--- src/rtl/tick_scheduler.sv ---
// Shared slow-enable time base: one prescaler, four channels of tick and square outputs.
// Channel reconfiguration is handshaked and lands on a base-tick boundary.
module tick_scheduler #(
    parameter int unsigned BASE_DIV = 2000000,
    parameter int unsigned PRE_W    = 23
) (
    input  logic       clk,
    input  logic       rst_n,
    input  logic       cfg_valid,
    output logic       cfg_ready,
    input  logic [1:0] cfg_ch,
    input  logic [7:0] cfg_period,
    input  logic       cfg_en,
    output logic       cfg_done,
    output logic       base_tick,
    output logic [3:0] tick_out,
    output logic [3:0] sq_out
);

    typedef enum logic [1:0] {
        S_IDLE,
        S_PEND,
        S_DONE
    } state_t;

    localparam logic [PRE_W-1:0] PRE_LAST = PRE_W'(BASE_DIV - 1);

    logic [PRE_W-1:0] pre;
    state_t           state;
    logic [1:0]       lat_ch;
    logic [7:0]       lat_period;
    logic             lat_en;
    logic             commit;

    logic [3:0]       en;
    logic [7:0]       period  [4];
    logic [7:0]       cnt     [4];
    logic [7:0]       pe_last [4];

    always_ff @(posedge clk) begin
        if (!rst_n) begin
            pre       <= '0;
            base_tick <= 1'b0;
        end else if (pre == PRE_LAST) begin
            pre       <= '0;
            base_tick <= 1'b1;
        end else begin
            pre       <= pre + PRE_W'(1);
            base_tick <= 1'b0;
        end
    end

    // A tick already high at acceptance is ignored: commit needs PEND first.
    assign commit = (state == S_PEND) && base_tick;

    always_ff @(posedge clk) begin
        if (!rst_n) begin
            state      <= S_IDLE;
            cfg_ready  <= 1'b1;
            cfg_done   <= 1'b0;
            lat_ch     <= '0;
            lat_period <= '0;
            lat_en     <= 1'b0;
        end else begin
            cfg_done <= 1'b0;
            unique case (state)
                S_IDLE, S_DONE: begin
                    if (cfg_valid) begin
                        lat_ch     <= cfg_ch;
                        lat_period <= cfg_period;
                        lat_en     <= cfg_en;
                        state      <= S_PEND;
                        cfg_ready  <= 1'b0;
                    end else begin
                        state     <= S_IDLE;
                        cfg_ready <= 1'b1;
                    end
                end
                S_PEND: begin
                    if (base_tick) begin
                        state     <= S_DONE;
                        cfg_done  <= 1'b1;
                        cfg_ready <= 1'b1;
                    end
                end
                default: begin
                    state     <= S_IDLE;
                    cfg_ready <= 1'b1;
                end
            endcase
        end
    end

    always_comb begin
        for (int i = 0; i < 4; i++) begin
            pe_last[i] = (period[i] == 8'd0) ? 8'd0 : period[i] - 8'd1;
        end
    end

    always_ff @(posedge clk) begin
        if (!rst_n) begin
            en       <= '0;
            tick_out <= '0;
            sq_out   <= '0;
            for (int i = 0; i < 4; i++) begin
                period[i] <= '0;
                cnt[i]    <= '0;
            end
        end else begin
            for (int i = 0; i < 4; i++) begin
                tick_out[i] <= 1'b0;
                if (commit && lat_ch == 2'(i)) begin
                    en[i]     <= lat_en;
                    period[i] <= lat_period;
                    cnt[i]    <= '0;
                    sq_out[i] <= 1'b0;
                end else if (base_tick && en[i]) begin
                    if (cnt[i] == pe_last[i]) begin
                        cnt[i]      <= '0;
                        tick_out[i] <= 1'b1;
                        sq_out[i]   <= ~sq_out[i];
                    end else begin
                        cnt[i] <= cnt[i] + 8'd1;
                    end
                end
            end
        end
    end

endmodule
--- config.mk ---
export PLATFORM = sky130hd
export DESIGN_NAME = tick_scheduler
export DESIGN_NICKNAME = d
export VERILOG_FILES = /design/src/rtl/tick_scheduler.sv
export SDC_FILE = /design/constraint.sdc
export NUM_CORES = 1
export LEC_CHECK = 0
export BUFFER_PORTS_ARGS = -buffer_cell sky130_fd_sc_hd__buf_2
export CAP_MARGIN = 20
export CORE_MARGIN = 2
export CORE_UTILIZATION = 41
export DETAILED_ROUTE_END_ITERATION = 10
export SLEW_MARGIN = 20
export SYNTH_ARGS = -nofsm -noshare
export SYNTH_HDL_FRONTEND = slang
export SYNTH_SLANG_ARGS = --single-unit
--- constraint.sdc ---
create_clock -name clk -period 3.55 [get_ports clk]
set_clock_uncertainty 0.2 [all_clocks]
set_input_delay 0.71 -clock clk [delete_from_list [all_inputs] [get_ports clk]]
set_output_delay 0.71 -clock clk [all_outputs]
set_load 0.005 [all_outputs]
==> results.yml <==
run_status:
  status: "complete, no violations"
die:
  io_pins: 25
  die_x_um: 129
  start_util_pct: 42.1
  dieHeight_um: 129
  rows: 45
  dieArea_um2: 16600
  coreArea_um2: 15200
cts:
  numCtsBuffers: 17
  clock-sinks: 115
  cts_tree: "yes"
  clk_latency_ns: 0.41
  cts_hold_buf: 0
  clk_pin_slew_ns: 0.05
  clockRootBuffer: "clkbuf_16"
  clk_path_buf_depth: 2
  htree_levels: 4
synth:
  ys_types: 64
  synth_nets: 696
  avgSynthCellArea_um2: 9.50
  netlist_area_um2: 6400
  synthSimpleGateAreaFrac_pct: 28.1
  yosysWarnings: 0
  synth_edf_count: 64
  synth_ff_type: "edfxtp_1"
  synth_compound_area_share_pct: 11.5
  netlist_instances: 673
  synth_xor_area_share_pct: 8.35
  synth-async-reset-ratio_pct: 0
  ys_seq_area_share_pct: 46.0
  synth_seq_cells: 115
  synth_top_family_by_area: "simple AND/OR/NAND/NOR gates"
  synth_fa_ha_area_share_pct: 1.76
  muxShareOfSynthArea_pct: 1.27
pwr:
  power.density_nw_per_um2: 450
  power_frac_comb_pct: 6.3
  irDropWorstVdd_v: 0.000335
  p_leak_uw: 0.00272
  clock_power_share_pct: 47.4
  intPower_uw: 2510
  p_switching_uw: 741
  p_sw_share_pct: 22.8
  seq_power_share_pct: 46.4
grt:
  grt_overflow: 0
  grt_max_degree: 28
  grt_pass1_wl_mm: 22.7
  grt.total_usage_pct: 17.2
  grt_pass1_vias: 4746
  antenna_found_initial: 0
setup_path:
  worstPathCellList: "inv_1 > ha_1 > or3b_1 > and2_1 > or3_1 > a221o_1 > o31ai_2 > nor2_1"
  cp-start-kind: "register"
  cp_slowest_stage_delay_ns: 0.56
  critPathRequiredTime_ns: 3.49
  worstPathArrival_ns: 3.23
  crit_type: "reg -> reg"
  endpoint_kind: "register"
  path_buf_inv: 1
  slowest_stage: "o31ai_2"
  worst-path-max-fanout: 8
  critPathTopFamily: "simple AND/OR/NAND/NOR gates"
timing:
  fin_tns_setup_ns: 0
  max_freq_ghz: 0.304
  slew_headroom_pct: 40.0
  finalSetupViolCount: 0
  period_minus_slack_ns: 3.29
  rsz0062_at_grt: "no"
  slew_viol_final: 0
  post-route-period-util_pct: 92.7
  finalHoldViolCount: 0
  tightest_slew_ns: 0.898
route:
  vias: 5059
  drtIter0Drc: 371
  postRouteAntennaNets: 0
  wl_met3_um: 431
  viasPerCell: 5.65
  top_layer: "met4"
  dr_wl_met2_mm: 6.61
  wl_per_cell_um: 15.4
  firstDrtPassIters: 5
  wl_met1_mm: 6.51
  drt_wl_total_mm: 13.8
  drc: 0
final_layout:
  antenna_cells: 0
  final_util_pct: 47.5
  final_cell_mix: "edfxtp_1, nor2_1, nand2_1"
  layout-drive-gt1-share_pct: 9.05
  fin_cells: 895
  layout_commonest_cell: "edfxtp_1"
  num-nets-final: 718
  area_growth_pct: 13.0
placed_design:
  portBuffers: 24
  dp_hpwl_mm: 9.72
  routabilityCongestion: 0.856
  place_inst: 864
min_path:
  hold_path_class: "reg -> reg"
flow_run:
  cap_violations: 0
[metrics by stage]
stage | hold slack (ns) | worst slack [ns] | total power [uW] | area (um2)
after floorplan | 0.213 | 0.484 | 1670 | 6400
after global placement | 0.227 | 0.371 | 1730 | 6690
after detailed placement | 0.230 | 0.207 | 1730 | 6690
after CTS | 0.238 | 0.189 | 3280 | 7220
after global routing | 0.256 | 0.0619 | 3380 | 7230
final | 0.237 | 0.259 | 3250 | 7230
[kinds of logic (layout without fill, tap and decap cells)]
group	Yosys count	after routing
adder cells (fa/ha/maj)	9	9
multiplexers	8	8
AND/OR/NAND/NOR	331	331
XOR/XNOR	61	61
buffers and inverters	50	84
AO/OA/AOI/OAI	99	99
flip-flops	115	115
[path summary, 6_finish.rpt]
kind,from,cells past startpoint,slack (ns),endpoint
worst max register to register,period[1][0]$_SDFFCE_PN0P_,8,0.26,cnt[1][7]$_SDFFCE_PN0P_
worst min-delay path,pre[0]$_SDFF_PP0_,1,0.24,pre[0]$_SDFF_PP0_
worst max-delay path,period[1][0]$_SDFFCE_PN0P_,8,0.26,cnt[1][7]$_SDFFCE_PN0P_
worst min register to register,pre[0]$_SDFF_PP0_,1,0.24,pre[0]$_SDFF_PP0_
[sequential cells by signal (all words and copies together), names as in the netlist]
name and count:
base_tick 1, cfg_done 1, cfg_ready 1, cnt 32
en 4, lat_ch 2, lat_en 1, lat_period 8
period 32, pre 23, sq_out 4, state 2
tick_out 4
[synthesized netlist by cell type (8+ instances only)]
master	instances	area [um2]
a21boi_0	14	105
a21oi_1	10	50.1
and2_1	15	93.8
and3_1	47	294
clkbuf_1	25	93.8
dfxtp_1	51	1020
edfxtp_1	64	1920
ha_1	9	113
inv_1	23	86.3
nand2_1	55	206
nand2b_1	15	93.8
nand3_1	36	180
nor2_1	57	214
nor2b_1	14	87.6
nor3_1	24	120
nor3b_1	8	60.1
nor4_1	12	75.1
o21ai_0	13	65.1
or3_1	12	75.1
xnor2_1	29	254
xor2_1	32	280
[layer usage]
metal,global-route usage (%),up-vias
met1,21.9,2447
li1,-,2517
met4,7.03,0
met2,28.4,77
met5,0,-
met3,3.95,18
[final cells by class]
cell class                      instances  area [um2]
Inverter                               23        86.3
Fill cell                            1439        7970
Clock inverter                          4        21.3
Sequential cell                       115        2940
Timing Repair Buffer                   30         165
Multi-Input combinational cell        508        3260
Tap cell                              188         235
Clock buffer                           27         514
[power groups by stage]
stage,Combinational (uW),Sequential [uW],Clock [uW]
after detailed placement,201,1530,0
final,203,1510,1540
after CTS,202,1510,1570
after floorplan,166,1500,0
after global routing,227,1510,1640
after global placement,195,1530,0
[timing repair]
item                                    CTS  global route
gates resized for setup                   0             1
endpoints found under the setup margin    0             8
buffers inserted                          0             0
[worst register-to-register path: stages, from the launching register on]
cell and delay, ns:
edfxtp_1 0.43, inv_1 0.11, ha_1 0.28, or3b_1 0.43, and2_1 0.18, or3_1 0.32, a221o_1 0.39, o31ai_2 0.56
nor2_1 0.11
Power figures use the tool's default switching activity.
